--- src/rtl/regfile_exec_ctrl_pkg.sv ---
// Shared definitions for the register-file execution controller: default
// widths, opcode encodings, FSM state encoding and status-flag bit positions.
// Decode and the register file reuse these.
package regfile_exec_ctrl_pkg;

    localparam int unsigned DataW = 16;
    localparam int unsigned AddrW = 4;
    localparam int unsigned ImmW  = 8;

    localparam logic [3:0] OpAdd = 4'd0;
    localparam logic [3:0] OpSub = 4'd1;
    localparam logic [3:0] OpAnd = 4'd2;
    localparam logic [3:0] OpOr  = 4'd3;
    localparam logic [3:0] OpXor = 4'd4;
    localparam logic [3:0] OpMov = 4'd5;
    localparam logic [3:0] OpCmp = 4'd6;
    localparam logic [3:0] OpLsh = 4'd7;

    // Flags vector is {C,F,Z,N}
    localparam int unsigned FlagC = 3;
    localparam int unsigned FlagF = 2;
    localparam int unsigned FlagZ = 1;
    localparam int unsigned FlagN = 0;

    typedef enum logic [1:0] {
        StIdle,
        StRead,
        StExec,
        StWrite
    } state_e;

    // Opcodes 8..15 are reserved
    function automatic logic is_reserved(logic [3:0] op);
        return op[3];
    endfunction

endpackage

--- src/rtl/regfile_exec_ctrl_if.sv ---
// Instruction handshake plus register-file port bundle.
//   master: the execution controller (consumes instructions, drives the
//           register-file address/enable/load lines).
//   slave : decode + register file side.
interface regfile_exec_ctrl_if
    import regfile_exec_ctrl_pkg::*;
#(
    parameter int unsigned DATA_W = DataW,
    parameter int unsigned ADDR_W = AddrW,
    parameter int unsigned IMM_W  = ImmW
) ();

    logic              InstrValid;
    logic              InstrReady;
    logic [3:0]        Opcode;
    logic              UseImm;
    logic [ADDR_W-1:0] Dest;
    logic [ADDR_W-1:0] Src;
    logic [IMM_W-1:0]  Imm;
    logic [ADDR_W-1:0] RdestRegLoc;
    logic [ADDR_W-1:0] RsrcRegLoc;
    logic [DATA_W-1:0] RdestOut;
    logic [DATA_W-1:0] RsrcOut;
    logic              RfEn;
    logic [DATA_W-1:0] RfLoad;

    modport master (
        input  InstrValid, Opcode, UseImm, Dest, Src, Imm, RdestOut, RsrcOut,
        output InstrReady, RdestRegLoc, RsrcRegLoc, RfEn, RfLoad
    );

    modport slave (
        output InstrValid, Opcode, UseImm, Dest, Src, Imm, RdestOut, RsrcOut,
        input  InstrReady, RdestRegLoc, RsrcRegLoc, RfEn, RfLoad
    );

endinterface

--- src/rtl/regfile_exec_ctrl_alu16.sv ---
// Combinational 16-bit ALU.
//   a, b    : operands
//   opcode  : operation select
//   result  : truncated result
//   carry   : carry out (ADD) or borrow (SUB/CMP)
//   ovf     : signed overflow (ADD/SUB/CMP)
//   illegal : reserved opcode
module regfile_exec_ctrl_alu16
    import regfile_exec_ctrl_pkg::*;
#(
    parameter int unsigned DATA_W = DataW
) (
    input  logic [DATA_W-1:0] a,
    input  logic [DATA_W-1:0] b,
    input  logic [3:0]        opcode,
    output logic [DATA_W-1:0] result,
    output logic              carry,
    output logic              ovf,
    output logic              illegal
);

    localparam int unsigned Msb = DATA_W - 1;

    logic [DATA_W:0] sum;
    logic [DATA_W:0] diff;

    always_comb begin
        sum     = {1'b0, a} + {1'b0, b};
        diff    = {1'b0, a} - {1'b0, b};
        result  = '0;
        carry   = 1'b0;
        ovf     = 1'b0;
        illegal = 1'b0;
        case (opcode)
            OpAdd: begin
                result = sum[Msb:0];
                carry  = sum[DATA_W];
                ovf    = (a[Msb] == b[Msb]) && (sum[Msb] != a[Msb]);
            end
            OpSub, OpCmp: begin
                result = diff[Msb:0];
                carry  = diff[DATA_W];  // borrow: a < b unsigned
                ovf    = (a[Msb] != b[Msb]) && (diff[Msb] != a[Msb]);
            end
            OpAnd:   result = a & b;
            OpOr:    result = a | b;
            OpXor:   result = a ^ b;
            OpMov:   result = b;
            OpLsh:   result = a << b[3:0];
            default: illegal = 1'b1;
        endcase
    end

endmodule

--- src/rtl/regfile_exec_ctrl.sv ---
// Register-file execution controller. Accepts one decoded instruction per
// handshake, reads both operands, runs the ALU and writes the result back.
//   Clk, Rst  : clock, synchronous active-low reset
//   bus       : instruction handshake + register-file port (master side)
//   Flags     : {C,F,Z,N} status, updated when the instruction retires
//   Done      : one-cycle retire pulse (WRITE state)
//   IllegalOp : pulses with Done for reserved opcodes
module regfile_exec_ctrl
    import regfile_exec_ctrl_pkg::*;
#(
    parameter int unsigned DATA_W = DataW,
    parameter int unsigned ADDR_W = AddrW,
    parameter int unsigned IMM_W  = ImmW
) (
    input  logic               Clk,
    input  logic               Rst,
    regfile_exec_ctrl_if.master bus,
    output logic [3:0]         Flags,
    output logic               Done,
    output logic               IllegalOp
);

    state_e            state_q;
    logic [3:0]        op_q;
    logic              use_imm_q;
    logic [IMM_W-1:0]  imm_q;
    logic [DATA_W-1:0] a_q;
    logic [DATA_W-1:0] b_q;
    logic [DATA_W-1:0] result_q;
    logic [3:0]        flags_q;
    logic [3:0]        flags_pend_q;
    logic              ready_q;
    logic              rf_en_q;
    logic              done_q;
    logic              illegal_q;
    logic [ADDR_W-1:0] rdest_loc_q;
    logic [ADDR_W-1:0] rsrc_loc_q;

    logic [DATA_W-1:0] b_sel;
    logic [DATA_W-1:0] alu_result;
    logic              alu_carry;
    logic              alu_ovf;
    logic              alu_illegal;
    logic [3:0]        flags_nxt;

    assign b_sel = use_imm_q ? {{(DATA_W-IMM_W){imm_q[IMM_W-1]}}, imm_q} : bus.RsrcOut;

    regfile_exec_ctrl_alu16 #(
        .DATA_W (DATA_W)
    ) u_alu (
        .a       (a_q),
        .b       (b_q),
        .opcode  (op_q),
        .result  (alu_result),
        .carry   (alu_carry),
        .ovf     (alu_ovf),
        .illegal (alu_illegal)
    );

    // Flags staged in EXEC, committed on the WRITE exit edge
    always_comb begin
        flags_nxt = flags_q;
        case (op_q)
            OpAdd, OpSub, OpCmp: begin
                flags_nxt[FlagC] = alu_carry;
                flags_nxt[FlagF] = alu_ovf;
                flags_nxt[FlagZ] = (alu_result == '0);
                flags_nxt[FlagN] = alu_result[DATA_W-1];
            end
            OpAnd, OpOr, OpXor, OpLsh: begin
                flags_nxt[FlagZ] = (alu_result == '0);
                flags_nxt[FlagN] = alu_result[DATA_W-1];
            end
            default: flags_nxt = flags_q;
        endcase
    end

    always_ff @(posedge Clk) begin
        if (!Rst) begin
            state_q      <= StIdle;
            op_q         <= '0;
            use_imm_q    <= 1'b0;
            imm_q        <= '0;
            a_q          <= '0;
            b_q          <= '0;
            result_q     <= '0;
            flags_q      <= '0;
            flags_pend_q <= '0;
            ready_q      <= 1'b1;
            rf_en_q      <= 1'b0;
            done_q       <= 1'b0;
            illegal_q    <= 1'b0;
            rdest_loc_q  <= '0;
            rsrc_loc_q   <= '0;
        end else begin
            case (state_q)
                StIdle: begin
                    if (bus.InstrValid) begin
                        op_q        <= bus.Opcode;
                        use_imm_q   <= bus.UseImm;
                        imm_q       <= bus.Imm;
                        rdest_loc_q <= bus.Dest;
                        rsrc_loc_q  <= bus.Src;
                        ready_q     <= 1'b0;
                        state_q     <= StRead;
                    end
                end
                StRead: begin
                    a_q     <= bus.RdestOut;
                    b_q     <= b_sel;
                    state_q <= StExec;
                end
                StExec: begin
                    result_q     <= alu_result;
                    flags_pend_q <= flags_nxt;
                    rf_en_q      <= !alu_illegal && (op_q != OpCmp);
                    done_q       <= 1'b1;
                    illegal_q    <= alu_illegal && is_reserved(op_q);
                    state_q      <= StWrite;
                end
                StWrite: begin
                    rf_en_q   <= 1'b0;
                    done_q    <= 1'b0;
                    illegal_q <= 1'b0;
                    flags_q   <= flags_pend_q;
                    ready_q   <= 1'b1;
                    state_q   <= StIdle;
                end
                default: state_q <= StIdle;
            endcase
        end
    end

    assign bus.InstrReady  = ready_q;
    assign bus.RdestRegLoc = rdest_loc_q;
    assign bus.RsrcRegLoc  = rsrc_loc_q;
    assign bus.RfEn        = rf_en_q;
    assign bus.RfLoad      = result_q;
    assign Flags           = flags_q;
    assign Done            = done_q;
    assign IllegalOp       = illegal_q;

endmodule

--- src/flat_wrapper.sv ---
// flat-port wrapper written by rule: the top's interface ports become plain ports
module regfile_exec_ctrl_flat import regfile_exec_ctrl_pkg::*;
#(
    parameter int unsigned DATA_W = DataW,
    parameter int unsigned ADDR_W = AddrW,
    parameter int unsigned IMM_W  = ImmW
)
  (Clk, Rst, Flags, Done, IllegalOp, bus_InstrValid, bus_Opcode, bus_UseImm, bus_Dest, bus_Src, bus_Imm, bus_RdestOut, bus_RsrcOut, bus_InstrReady, bus_RdestRegLoc, bus_RsrcRegLoc, bus_RfEn, bus_RfLoad);
  regfile_exec_ctrl_if #(.DATA_W(DATA_W), .ADDR_W(ADDR_W), .IMM_W(IMM_W)) bus_i ();
  input  logic Clk;
  input  logic Rst;
  output logic [3:0] Flags;
  output logic Done;
  output logic IllegalOp;
  input wire logic [$bits(bus_i.InstrValid)-1:0] bus_InstrValid;
  input wire logic [$bits(bus_i.Opcode)-1:0] bus_Opcode;
  input wire logic [$bits(bus_i.UseImm)-1:0] bus_UseImm;
  input wire logic [$bits(bus_i.Dest)-1:0] bus_Dest;
  input wire logic [$bits(bus_i.Src)-1:0] bus_Src;
  input wire logic [$bits(bus_i.Imm)-1:0] bus_Imm;
  input wire logic [$bits(bus_i.RdestOut)-1:0] bus_RdestOut;
  input wire logic [$bits(bus_i.RsrcOut)-1:0] bus_RsrcOut;
  output wire logic [$bits(bus_i.InstrReady)-1:0] bus_InstrReady;
  output wire logic [$bits(bus_i.RdestRegLoc)-1:0] bus_RdestRegLoc;
  output wire logic [$bits(bus_i.RsrcRegLoc)-1:0] bus_RsrcRegLoc;
  output wire logic [$bits(bus_i.RfEn)-1:0] bus_RfEn;
  output wire logic [$bits(bus_i.RfLoad)-1:0] bus_RfLoad;
  assign bus_i.InstrValid = bus_InstrValid;
  assign bus_i.Opcode = bus_Opcode;
  assign bus_i.UseImm = bus_UseImm;
  assign bus_i.Dest = bus_Dest;
  assign bus_i.Src = bus_Src;
  assign bus_i.Imm = bus_Imm;
  assign bus_i.RdestOut = bus_RdestOut;
  assign bus_i.RsrcOut = bus_RsrcOut;
  assign bus_InstrReady = bus_i.InstrReady;
  assign bus_RdestRegLoc = bus_i.RdestRegLoc;
  assign bus_RsrcRegLoc = bus_i.RsrcRegLoc;
  assign bus_RfEn = bus_i.RfEn;
  assign bus_RfLoad = bus_i.RfLoad;
  regfile_exec_ctrl #(.DATA_W(DATA_W), .ADDR_W(ADDR_W), .IMM_W(IMM_W)) u_core (.Clk(Clk), .Rst(Rst), .bus(bus_i), .Flags(Flags), .Done(Done), .IllegalOp(IllegalOp));
endmodule
--- config.mk ---
export PLATFORM = sky130hd
export DESIGN_NAME = regfile_exec_ctrl_flat
export DESIGN_NICKNAME = d
export VERILOG_FILES = /design/src/rtl/regfile_exec_ctrl_pkg.sv /design/src/rtl/regfile_exec_ctrl_if.sv /design/src/rtl/regfile_exec_ctrl_alu16.sv /design/src/rtl/regfile_exec_ctrl.sv /design/src/flat_wrapper.sv
export SDC_FILE = /design/constraint.sdc
export NUM_CORES = 1
export LEC_CHECK = 0
export ABC_CLOCK_PERIOD_IN_PS = 2800
export BUFFER_PORTS_ARGS = -buffer_cell sky130_fd_sc_hd__buf_2
export CAP_MARGIN = 25
export CORE_MARGIN = 10
export CORE_UTILIZATION = 50
export CTS_BUF_LIST = sky130_fd_sc_hd__clkbuf_4
export CTS_CLUSTER_SIZE = 16
export DETAILED_ROUTE_END_ITERATION = 7
export MAX_ROUTING_LAYER = met4
export PLACE_DENSITY = 0.73
export SLEW_MARGIN = 10
export SYNTH_ARGS = -nofsm -noshare
export SYNTH_HDL_FRONTEND = slang
export SYNTH_SLANG_ARGS = --single-unit
--- constraint.sdc ---
create_clock -name Clk -period 2.8 [get_ports Clk]
set_input_delay 0 -clock Clk [delete_from_list [all_inputs] [get_ports Clk]]
set_output_delay 0 -clock Clk [all_outputs]
set_load 0.05 [all_outputs]
# Word-level counts from Yosys, hierarchy flattened

Cells that the tools add are included.

Flip-flop bits (word level): 83
Logic and storage cells: 66
Input port bits: 56
Output and inout bits: 32

Shifts and indexed selects: 1
Bitwise operators: 3
Equal/unequal tests: 16
Add/subtract/negate cells: 2
Mux-type cells: 14
Reductions and logical operators: 15

Operators by type and width:

| kind                                                             | number |
|---|---|
| 16-bit case mux with 7 select lines                              | 1 |
| 16-bit by 16-bit adder with 17-bit output                        | 1 |
| 16-bit by 16-bit subtractor with 17-bit output                   | 1 |
| 16-bit AND                                                       | 1 |
| 4-bit by 3-bit == test with 1-bit output (second input constant) | 4 |
| 16-bit logical NOT                                               | 1 |
| 16-bit two-way mux                                               | 1 |
| 16-bit OR                                                        | 1 |
| 16-bit by 4-bit left shift with 16-bit output                    | 1 |
| 16-bit XOR                                                       | 1 |
| 1-bit case mux with 2 select lines                               | 6 |
| 4-bit by 2-bit == test with 1-bit output (second input constant) | 2 |
| 2-bit case mux with 4 select lines                               | 1 |
| 8-bit OR reduction                                               | 1 |
| 7-bit OR reduction                                               | 1 |
| 2-bit two-way mux                                                | 3 |
| 2-bit == test (second input constant)                            | 2 |
| 4-bit by 1-bit == test with 1-bit output (second input constant) | 1 |
| 1-bit logical AND                                                | 4 |
| 4-bit logical NOT                                                | 1 |
| 4-bit by 3-bit != test with 1-bit output (second input constant) | 1 |
| 2-bit AND reduction                                              | 2 |
| 2-bit nonzero test                                               | 2 |
| 1-bit != test                                                    | 3 |
| other kinds (7)                                                  | 8 |

# Depth between registers and ports, before layout

Gate-level depths: netlist of run 1.

Depth after elaboration: 5
Gate-level depth with buffers: 13
Gate-level depth less buffers: 13

# Hierarchy

From an unflattened synthesis of run 1, not the netlist that was laid out.

Cells, all modules: 817
Area, all modules: 6692.7 sq um

By module, submodules not included:

| module                  | times used | area each (sq um) | cells an instance | seq. area each (sq um) |
|---|---|---|---|---|
| regfile_exec_ctrl       | 1          | 3425.8            | 347               | 1661.6 |
| regfile_exec_ctrl_alu16 | 1          | 3266.9            | 470               | 0.0 |

# Worst setup path before layout of run 1

OpenSTA, ideal clock, no wires.

Path kind: register -> register
Start point: register u_core.b_q[1]
End point: register u_core.flags_pend_q[0]
Period minus slack after synthesis: 3.126 ns
Cell stages (with the launch flop): 13
Setup time: 0.115 ns
Buffers on the path: 1
Required time: 2.685 ns
Path slack: -0.326 ns
Data arrival time: 3.011 ns
Cell sequence: dfxtp_1 buf_2 inv_1 ha_1 nor2_1 o311ai_1 a211oi_2 o41ai_2 o31a_1 mux2_4 nor4_4 a21oi_1 o21a_1

Word-level cells in the longest chain between the ends: 3
Elaborated cells on any way between the ends: 5
Classes of those cells: add/sub (2); shift (1); mux (2)

RTL lines:

| element                                                                      | RTL line                      | RTL |
|---|---|---|
| start, declared                                                              | regfile_exec_ctrl.sv:28       | `logic [DATA_W-1:0] b_q;` |
| start signal, assigned                                                       | regfile_exec_ctrl.sv:110      | `b_q <= b_sel;` |
| 16-bit by 16-bit subtractor with 17-bit output, or another cell as far along | regfile_exec_ctrl_alu16.sv:29 | `diff = {1'b0, a} - {1'b0, b};` |
| 16-bit case mux with 7 select lines (*)                                      | regfile_exec_ctrl_alu16.sv:34 | `case (opcode)` |
| 2-bit two-way mux (*)                                                        | -                             |  |
| end signal, assigned                                                         | regfile_exec_ctrl.sv:115      | `flags_pend_q <= flags_nxt;` |
| end, declared                                                                | regfile_exec_ctrl.sv:31       | `logic [3:0] flags_pend_q;` |

Every way passes the cells marked *; elsewhere a longest branch is shown, timed or not.
A chain may end at the register's enable or synchronous reset.

# Final worst setup path of run 1

Start point: register u_core.a_q[0]
End point: register u_core.flags_pend_q[1]

Word-level cells in the longest chain between the ends: 4
Elaborated cells on any way between the ends: 9
Classes of those cells: add/sub (2); shift (1); mux (2); bitwise (3); reduce/logical (1)

RTL lines:

| element                                                                      | RTL line                                         | RTL |
|---|---|---|
| start, declared                                                              | regfile_exec_ctrl.sv:27                          | `logic [DATA_W-1:0] a_q;` |
| start signal, assigned                                                       | regfile_exec_ctrl.sv:109                         | `a_q <= bus.RdestOut;` |
| 16-bit by 16-bit subtractor with 17-bit output, or another cell as far along | regfile_exec_ctrl_alu16.sv:29                    |  |
| 16-bit case mux with 7 select lines (*)                                      | regfile_exec_ctrl_alu16.sv:34                    |  |
| 16-bit logical NOT (*)                                                       | regfile_exec_ctrl.sv:67, regfile_exec_ctrl.sv:71 |  |
| 2-bit two-way mux (*)                                                        | -                                                |  |

Marks and branches as above.

==> results of run 1 <==
[stage by stage]
stage | hold slack (ns) | power [W] | instances
4_1_cts | 0.2848 | 0.01035 | 1298
5_1_grt | 0.3115 | 0.01139 | 1307
6_report | 0.3119 | 0.01084 | 1307
2_1_floorplan | 0.1449 | 0.006253 | 860
3_5_place_dp | 0.2567 | 0.008987 | 1214
3_3_place_gp | 0.2488 | 0.008956 | 1214
[layer usage]
layer | vias to the layer above | track usage, % | part of all wire [%]
li1 | 3650 | - | -
met1 | 3678 | 38.77 | 41
met2 | 443 | 46.40 | 46
met3 | 84 | 4.985 | 8.3
met4 | 0 | 12.19 | 4.1
met5 | - | - | 0
[flip-flops by register name, summed over array words and instances (netlist names)]
signal	flops
u_core.Done	1
u_core.Flags	4
u_core.IllegalOp	1
u_core.a_q	16
u_core.b_q	16
u_core.bus.InstrReady	1
u_core.bus.RdestRegLoc	4
u_core.bus.RfEn	1
u_core.bus.RfLoad	16
u_core.bus.RsrcRegLoc	4
u_core.flags_pend_q	4
u_core.imm_q	8
u_core.op_q	4
u_core.state_q	2
u_core.use_imm_q	1
[cells in the final DEF (no fill, tap or decap), types with 12 or more instances in the layout]
master and instances:
buf_4 168, nand2_1 94, buf_2 87, a21oi_1 66
dfxtp_1 65, nor2_1 58, dlygate4sd3_1 56, mux2i_1 44
inv_1 41, o21ai_0 41, ha_1 40, nor2b_1 29
o211a_1 21, a21boi_0 21, nor3_1 20, dfxtp_2 14
ha_4 12
[repair_timing]
action / 4_1_cts / 5_1_grt
endpoints found under the hold margin: 65 / 0
setup buffers: 13 / 11
endpoints found under the setup margin: 10 / 13
pin swaps: 29 / 35
gates resized for setup: 62 / 28
hold buffers: 56 / 0
[worst paths after layout]
check / startpoint / end / cells past startpoint
setup / recovery: u_core.a_q[0] / u_core.flags_pend_q[1] / 13
setup reg to reg: u_core.a_q[0] / u_core.flags_pend_q[1] / 13
hold reg to reg: u_core.Done / u_core.Done / 2
hold / removal: bus_Dest[1] / u_core.bus.RdestRegLoc[1] / 4
[tightest hold or removal path: stages]
cell	delay (ns)
dlygate4sd3_1	0.52
buf_2	0.11
nand2_1	0.04
a21boi_0	0.06
[kinds of logic after synthesis]
| kind of cell | Yosys count | synth area share, % |
|---|---|---|
| compound gates | 274 | 28.98 |
| simple gates | 269 | 19.33 |
| buf+inv | 116 | 6.822 |
| flops | 83 | 24.42 |
| fa+ha+maj | 58 | 10.89 |
| mux | 57 | 9.176 |
| xor+xnor | 3 | 0.3862 |
[report_power, final]
part	switching, W	internal, W	leakage (nW)
logic	0.00472	0.00361	3.53
clock network	0.000478	0.000193	0.0646
registers	0.000266	0.00157	0.688
[area by class of cell]
cell class,instances,share of cell area [%]
clock buffers,10,0.7774
multi-input cells,661,52.84
clock inverters,6,0.4017
flip-flops and latches,83,17.54
repair buffers,315,23.93
well taps,176,2.280
inverters,55,2.203
diodes,1,0.02591
==> summary.md, run 1 <==
| Metric | Value |
|---|---|
| Status | `finished, violations left` |
| Failing checks | `negative setup slack` |
| Max-cap check violation count | `0` |
| Root buf cell | `clkbuf_4` |
| Antenna violations before repair | `1` |
| Netlist cell types | `76` |
| Family with the most delay on the worst path | `compound AO/OA/AOI/OAI gates` |
| Clk slew on worst S/H paths | `0.16 ns` |
| Worst-path fanout max | `3` |
| Power Dens Cells | `1122 nW/um2` |
| Number of DRC markers in iteration 0 | `843` |
| Std-Cell Rows | `42` |
| CP max stage cell | `dfxtp_4` |
| Final layout net count | `1,239` |
| Largest cells by area after synthesis | `dfxtp_1 24%, ha_1 10%, mux2i_1 6.5%` |
| Buffers & Inverters on Critical Path | `2` |
| Post-synth EDFFs | `0` |
| Clk Latency, worst-skew pair | `0.48 ns` |
| Largest net degree at the start of global routing | `54` |
| FILL cells | `1,021` |
| First-pass GRT wire length | `42.96 mm` |
| Crit path setup slack, layout | `-0.1726 ns` |
| Placed Instance Area | `8428 um2` |
| CP endpoint kind | `flip-flop` |
| Peak supply drop | `0.8814 mV` |
| Top cells by instance count after synthesis | `94 x nand2_1, 83 x dfxtp_1, 69 x a21oi_1, 59 x nor2_1, 56 x ha_1` |
| Inserted Clock Buffers | `9` |
| DR DRC count | `0` |
| Crit-path cells | `inv_4 > ha_4 > inv_2 > fa_2 > nand2b_4 > a221oi_4 > o22ai_2 > a221o_1 > a221o_1 > nor4b_4 > and4_1 > a41oi_1 > nor2_1` |
| Share of cells above drive strength 1 | `34.25%` |
| Top Ports | `88` |
| Multi-input logic area | `5102 um2` |
| Final GP Congestion | `1.038` |
| Final ANT Viol Nets | `0` |
| Async S/R FF share, synth | `0%` |
| Type of the worst min-delay path | `input pin to flip-flop` |
| I/O Buffers | `87` |
| Worst reg-to-reg setup slack | `-0.17 ns` |
| CP dominant cell by count | `a221o_1` |
| Syn Area/Cell | `7.912 um2` |
| Most frequent cell after synthesis | `nand2_1` |
| Synth top area share | `24.42%` |
| CTS tree | `yes` |
| Final Max Tran Viols | `0` |
| RSZ-0062 raised after global routing | `true` |
| Max Freq | `0.3364 GHz` |
| 1st-pass router iterations | `8` |
| Fin Setup TNS | `-0.4997 ns` |
| Final setup fails | `5` |
| Starting density of the core | `51.18%` |
| CTS Sinks | `83` |
| Post-DP HPWL | `19.99 mm` |
| Yosys warning count | `0` |
| Final Cell Area | `9657 um2` |
| Slew HR | `28.79%` |
| Leak | `4.283 nW` |
| Finished Core Util | `72.63%` |
| Max incr delay on CP | `0.42 ns` |
| GRT Residual Overflow | `0` |
| CP Class | `flip-flop to flip-flop` |
| Final period util | `106.2%` |
| Die W | `136.7 um` |
| Core box area | `13,300 um2` |
| Pre-CTS setup slack | `-0.2913 ns` |
| Area Growth Syn to Fin | `41.93%` |
| Seq. cell area | `1694 um2` |
| Sequential share of the synthesized area | `24.42%` |
| Synthesized Nets | `974` |
| Critical path startpoint category | `flip-flop` |
| Endpoint required time on the critical path | `3.21 ns` |
| DIE AREA | `18,670 um2` |
| Mapped Area | `6804 um2` |
| Final Hold Violating Endpoints | `0` |
| Tot GR Track Use | `30.24%` |
| Deepest clock path buffer count | `2` |
| Post-detailed-route wirelength per cell | `21.61 um` |
| Vias in the first global route | `7,567` |
| Worst EP arrival | `3.38 ns` |
| Ys flop type | `dfxtp_1` |
| Synth Register Bits | `83` |
| H-tree levels | `3` |
| Syn Inst Count | `860` |
| Die Ht | `136.7 um` |
| Dominant cell type by area after synthesis | `dfxtp_1` |
| Final WL | `28.24 mm` |
| Worst Skew | `0.01986 ns` |
| Vias | `7,855` |
| Min Clock Period, post-route | `2.973 ns` |
| Via density | `6.010` |
| Worst-margin pin slew | `1.055 ns` |
Note: power is estimated with default switching activity, not from simulation.
==> run 2, diff against run 1 <==
Settings changed: CORE_ASPECT_RATIO from default to 0.75.
==> run 2 against run 1 <==
Against the previous run:
- the run still ends with negative setup slack left
- setup slack better by 0.018 ns
- critical endpoint is now u_core.flags_pend_q[0]
- sequential share of layout area fell by 0.29 points
- largest power group unchanged
- sequential cell count did not move
- core utilization increased by 1.7 points
- register-to-register slack improved by 0.02 ns
- non-clock buffer count is 2 lower
==> summary.md, run 2 (synthesized netlist as in run 1, its figures left out) <==
| Metric | Value |
|---|---|
| Via density | `6.135` |
| Root buf cell | `clkbuf_4` |
| DR DRC count | `0` |
| Worst hold path endpoint | `u_core.b_q[5]` |
| Pre-CTS setup slack | `-0.2806 ns` |
| Final Max Tran Viols | `0` |
| Largest net degree at the start of global routing | `60` |
| R2R cell count | `11` |
| Starting density of the core | `51.73%` |
| Final Hold Violating Endpoints | `0` |
| Worst reg-to-reg setup slack | `-0.15 ns` |
| First-pass GRT wire length | `43.94 mm` |
| RR Startpoint | `u_core.b_q[10]` |
| Worst-path fanout max | `2` |
| CTS Sinks | `83` |
| Power Dens Cells | `1169 nW/um2` |
| Status | `finished, violations left` |
| Design Power | `0.01142 W` |
| Seq. cell area | `1687 um2` |
| Vias in the first global route | `7,700` |
| Vias | `7,969` |
| FILL cells | `976` |
| Final Non-Filler Cells | `1,299` |
| H-tree levels | `3` |
| Endpoint required time on the critical path | `3.20 ns` |
| Die W | `154.7 um` |
| Post-detailed-route wirelength per cell | `22.10 um` |
| Reg2reg end | `u_core.flags_pend_q[0]` |
| Min Clock Period, post-route | `2.954 ns` |
| Clk Latency, worst-skew pair | `0.51 ns` |
| Final setup fails | `6` |
| Post-DP HPWL | `20.25 mm` |
| Tot GR Track Use | `30.44%` |
| Hold path depth | `4` |
| Area Growth Syn to Fin | `43.66%` |
| Worst-margin pin slew | `1.159 ns` |
| Antenna violations before repair | `0` |
| Std-Cell Rows | `36` |
| CP endpoint kind | `flip-flop` |
| Multi-input logic area | `5137 um2` |
| CTS tree | `yes` |
| Final GP Congestion | `1.082` |
| Diodes inserted | `0` |
| Inserted Clock Buffers | `9` |
| DIE AREA | `18,720 um2` |
| Crit path setup slack, layout | `-0.1543 ns` |
| Failing checks | `negative setup slack` |
| Number of DRC markers in iteration 0 | `1,027` |
| Most common cell after layout, fill and taps aside | `buf_4` |
| Clk slew on worst S/H paths | `0.17 ns` |
| Final Cell Area | `9774 um2` |
| Fin Setup TNS | `-0.4717 ns` |
| Critical path startpoint category | `flip-flop` |
| Die Ht | `121.0 um` |
| GRT Residual Overflow | `0` |
| Max Freq | `0.3385 GHz` |
| CP Class | `flip-flop to flip-flop` |
| Deepest clock path buffer count | `2` |
| Placed cell count | `1,211` |
| Core box area | `13,150 um2` |
| Slew HR | `21.77%` |
| Final ANT Viol Nets | `0` |
| Hold_sp | `bus_RsrcOut[5]` |
| Worst Skew | `0.02276 ns` |
| Final period util | `105.5%` |
| Share of cells above drive strength 1 | `34.84%` |
| Final WL | `28.71 mm` |
| Worst EP arrival | `3.36 ns` |
| I/O Buffers | `87` |
| RSZ-0062 raised after global routing | `true` |
| Peak supply drop | `0.9516 mV` |
| 1st-pass router iterations | `6` |
| Type of the worst min-delay path | `input pin to flip-flop` |
| Leak | `4.336 nW` |
| Placed Instance Area | `8474 um2` |
| Final layout net count | `1,237` |
| Most frequent cells in the layout | `162 x buf_4, 93 x nand2_1, 87 x buf_2` |
| Max-cap check violation count | `0` |
| Top Ports | `88` |
-- run 2: cell types whose count changed in the layout (fill, tap and decap cells not counted), sizes merged --
cell / previous run / this run
buf: 259 / 260
bufinv: 0 / 2
clkbuf: 10 / 9
clkinv: 4 / 2
clkinvlp: 2 / 1
diode: 1 / 0
dlygate4sd3: 56 / 53
inv: 55 / 57
-- run 2: cell type report --
class | count | share of cell area [%]
Timing Repair Buffer | 313 | 24.08
Multi-Input combinational cell | 661 | 52.56
Clock buffer | 9 | 0.6912
Inverter | 55 | 2.151
Tap cell | 171 | 2.189
Sequential cell | 83 | 17.26
Clock inverter | 7 | 1.075
-- run 2: routing by layer --
metal / track usage, % / vias to the layer above / share of wire [%]
li1: - / 3638 / -
met1: 39.69 / 3726 / 42
met2: 45.36 / 536 / 43
met3: 7.722 / 69 / 12
met4: 9.246 / 0 / 3.4
met5: - / - / 0
-- run 2: how the worst max path moves through the flow --
stage / from / end / cells after the start
after floorplan: u_core.b_q[1] / u_core.flags_pend_q[0] / 12
after global placement: u_core.b_q[1] / u_core.flags_pend_q[1] / 13
after detailed placement: u_core.b_q[1] / u_core.flags_pend_q[1] / 13
after CTS: u_core.b_q[1] / u_core.flags_pend_q[0] / 12
after global routing: u_core.a_q[10] / u_core.flags_pend_q[0] / 11
final: u_core.b_q[10] / u_core.flags_pend_q[0] / 11
-- run 2: repair_timing --
action,in CTS,in global routing
pin swaps,30,32
hold buffers,53,0
setup buffers,14,8
setup endpoints to repair,9,13
resized for setup,64,37
endpoints found under the hold margin,54,0
-- run 2: where the power goes --
part	switching (W)	internal (W)
sequential	0.000261	0.00157
combinational	0.00485	0.00383
clock	0.000536	0.000379
total	0.00565	0.00578
-- run 2: critical path: stages (launching register included) --
cell and delay [ns]:
dfxtp_2 0.37, inv_2 0.05, ha_4 0.22, or4_4 0.56
a211oi_4 0.35, o41ai_4 0.10, o31a_1 0.33, mux2_4 0.32
nor4_4 0.17, buf_4 0.17, a21oi_2 0.05, o21a_1 0.17
-- run 2: metrics by stage --
step,hold WS (ns),util [%]
after floorplan,0.1449,-
after global placement,0.2539,64.43
after detailed placement,0.2613,64.43
after CTS,0.006248,72.69
after global routing,0.05409,74.32
final,0.05861,74.32
==> run 3, diff against run 2 <==
Settings changed: SETUP_SLACK_MARGIN from default to 0.15.
==> run 3 against run 2 <==
Against the previous run:
- the run still ends with negative setup slack left
- non-clock buffer count fell by 9
- final cell count fell by 0.54%
- critical endpoint unchanged
- clock skew rose by 0.012 ns
- cell area fell by 1.2%
- worst hold slack improved by 0.015 ns
- combinational power fell by 3.0%
- sequential share of layout area rose by 0.17 points
- critical path depth fell by 1
- sequential power barely moved
- clock-buffer cell count did not move
- largest cell class unchanged
==> summary.md, run 3 (synthesized netlist as in run 1, its figures left out) <==
| Metric | Value |
|---|---|
| Status | `finished, violations left` |
| Failing checks | `negative setup slack` |
| Most frequent cells in the layout | `155 x buf_4, 93 x nand2_1, 87 x buf_2` |
| Antenna violations before repair | `2` |
| RR Startpoint | `u_core.a_q[8]` |
| Sw Share | `50.27%` |
| CTS tree | `yes` |
| Fin Hold WS | `0.07343 ns` |
| Endpoint required time on the critical path | `3.20 ns` |
| Final period util | `104.2%` |
| DIE AREA | `18,720 um2` |
| Final GP Congestion | `1.077` |
| Power Dens Cells | `1149 nW/um2` |
| Final WL | `28.36 mm` |
| Number of DRC markers in iteration 0 | `857` |
| CP endpoint kind | `flip-flop` |
| Pre-CTS setup slack | `-0.2012 ns` |
| Largest net degree at the start of global routing | `50` |
| Worst-margin pin slew | `1.014 ns` |
| Reg power frac | `16.6%` |
| Top Ports | `88` |
| Clk slew on worst S/H paths | `0.16 ns` |
| Core box area | `13,150 um2` |
| Most common cell after layout, fill and taps aside | `buf_4` |
| Std-Cell Rows | `36` |
| Final setup fails | `5` |
| Tot GR Track Use | `29.75%` |
| R2R cell count | `10` |
| 1st-pass router iterations | `6` |
| Final Hold Violating Endpoints | `0` |
| Slew HR | `31.54%` |
| Design Power | `0.01110 W` |
| Final ANT Viol Nets | `0` |
| Critical path startpoint category | `flip-flop` |
| GRT Residual Overflow | `0` |
| Deepest clock path buffer count | `2` |
| Critical path origin | `u_core.a_q[8]` |
| I/O Buffers | `87` |
| Vias | `7,849` |
| Reg2reg end | `u_core.flags_pend_q[0]` |
| Share of cells above drive strength 1 | `34.32%` |
| Die W | `154.7 um` |
| CTS Sinks | `83` |
| Inserted Clock Buffers | `9` |
| Root buf cell | `clkbuf_4` |
| Vias in the first global route | `7,414` |
| Max-cap check violation count | `0` |
| Via density | `6.075` |
| Max Freq | `0.3427 GHz` |
| Clk Latency, worst-skew pair | `0.51 ns` |
| Worst EP arrival | `3.32 ns` |
| Type of the worst min-delay path | `input pin to flip-flop` |
| Worst-path fanout max | `3` |
| Peak supply drop | `0.8255 mV` |
| DR DRC count | `0` |
| H-tree levels | `3` |
| CP Class | `flip-flop to flip-flop` |
| Post-DP HPWL | `20.12 mm` |
| Crit path setup slack, layout | `-0.1183 ns` |
| Die Ht | `121.0 um` |
| RSZ-0062 raised after global routing | `true` |
| Final Max Tran Viols | `0` |
| Clock Power Share | `7.5%` |
| Post-detailed-route wirelength per cell | `21.95 um` |
| Worst reg-to-reg setup slack | `-0.12 ns` |
| Leak | `4.273 nW` |
| Worst Skew | `0.03510 ns` |
| Starting density of the core | `51.73%` |
| Min Clock Period, post-route | `2.918 ns` |
| Critical Path End | `u_core.flags_pend_q[0]` |
| Area Growth Syn to Fin | `41.95%` |
| Final layout net count | `1,228` |
| Pint | `0.005519 W` |
| First-pass GRT wire length | `42.99 mm` |
| Combinational share of power | `75.9%` |
| P_sw | `0.005580 W` |
-- run 3: cell types whose count changed in the layout (fill, tap and decap cells not counted), moves of 3 or more --
cell and delta:
ha_4 -3, ha_1 +4, buf_4 -7, inv_6 +3
-- run 3: timing repair --
action	CTS	global route
gates resized for setup	45	41
setup buffers	8	4
hold buffers	53	0
cloned	0	0
endpoints found under the setup margin	11	14
endpoints found under the hold margin	54	0
pin swaps	34	18
-- run 3: through the flow --
step / std cells / cell area, um2 / utilization, % / TNS, ns
after global placement: 1209 / 8508 / 64.69 / -0.6282
final: 1292 / 9658 / 73.43 / -0.2604
after CTS: 1286 / 9450 / 71.85 / -0.1517
after detailed placement: 1209 / 8508 / 64.69 / -0.8218
after global routing: 1292 / 9658 / 73.43 / -0.8299
after floorplan: 860 / 6924 / - / -0.06329
-- run 3: worst min-delay path by stage --
stage	start	end	slack, ns	cells after the start
after floorplan	bus_Dest[1]	u_core.bus.RdestRegLoc[1]	0.14	2
after global placement	bus_Dest[3]	u_core.bus.RdestRegLoc[3]	0.25	3
after detailed placement	bus_Imm[7]	u_core.imm_q[7]	0.26	3
after CTS	bus_RsrcOut[5]	u_core.b_q[5]	0.007	4
after global routing	bus_RsrcOut[5]	u_core.b_q[5]	0.08	4
final	bus_RsrcOut[5]	u_core.b_q[5]	0.07	4
-- run 3: critical path, cell delays in order, from the launching register on --
cell and delay (ns):
dfxtp_2 0.36, inv_2 0.05, ha_4 0.25, or4_4 0.58
a211oi_4 0.33, o41ai_4 0.12, o31a_1 0.29, mux2_4 0.32
nor4_4 0.27, a21oi_1 0.10, o21a_1 0.17
-- run 3: routing by layer --
metal | routed length (um) | part of all wire [%] | up-vias | track usage [%]
li1 | - | - | 3620 | -
met1 | 12330 | 43 | 3705 | 38.49
met2 | 12150 | 43 | 456 | 42.80
met3 | 2924 | 10 | 68 | 8.431
met4 | 953 | 3.4 | 0 | 11.78
met5 | 0 | 0 | - | -
-- run 3: power groups by stage --
| stage | registers [W] | clock network [W] | logic (W) |
|---|---|---|---|
| 3_3_place_gp | 0.00180 | 0 | 0.00734 |
| 2_1_floorplan | 0.00229 | 0 | 0.00402 |
| 4_1_cts | 0.00180 | 0.000846 | 0.00789 |
| 6_report | 0.00184 | 0.000837 | 0.00842 |
| 5_1_grt | 0.00188 | 0.000873 | 0.00893 |
| 3_5_place_dp | 0.00182 | 0 | 0.00737 |
-- run 3: final cells by class --
cell class	count	area [um2]
Inverter	55	210.2
Timing Repair Buffer	304	2266
Clock inverter	7	90.09
Sequential cell	83	1683
Fill cell	981	3495
Antenna cell	2	5.005
Tap cell	171	214.0
Multi-Input combinational cell	661	5122
Clock buffer	9	67.56
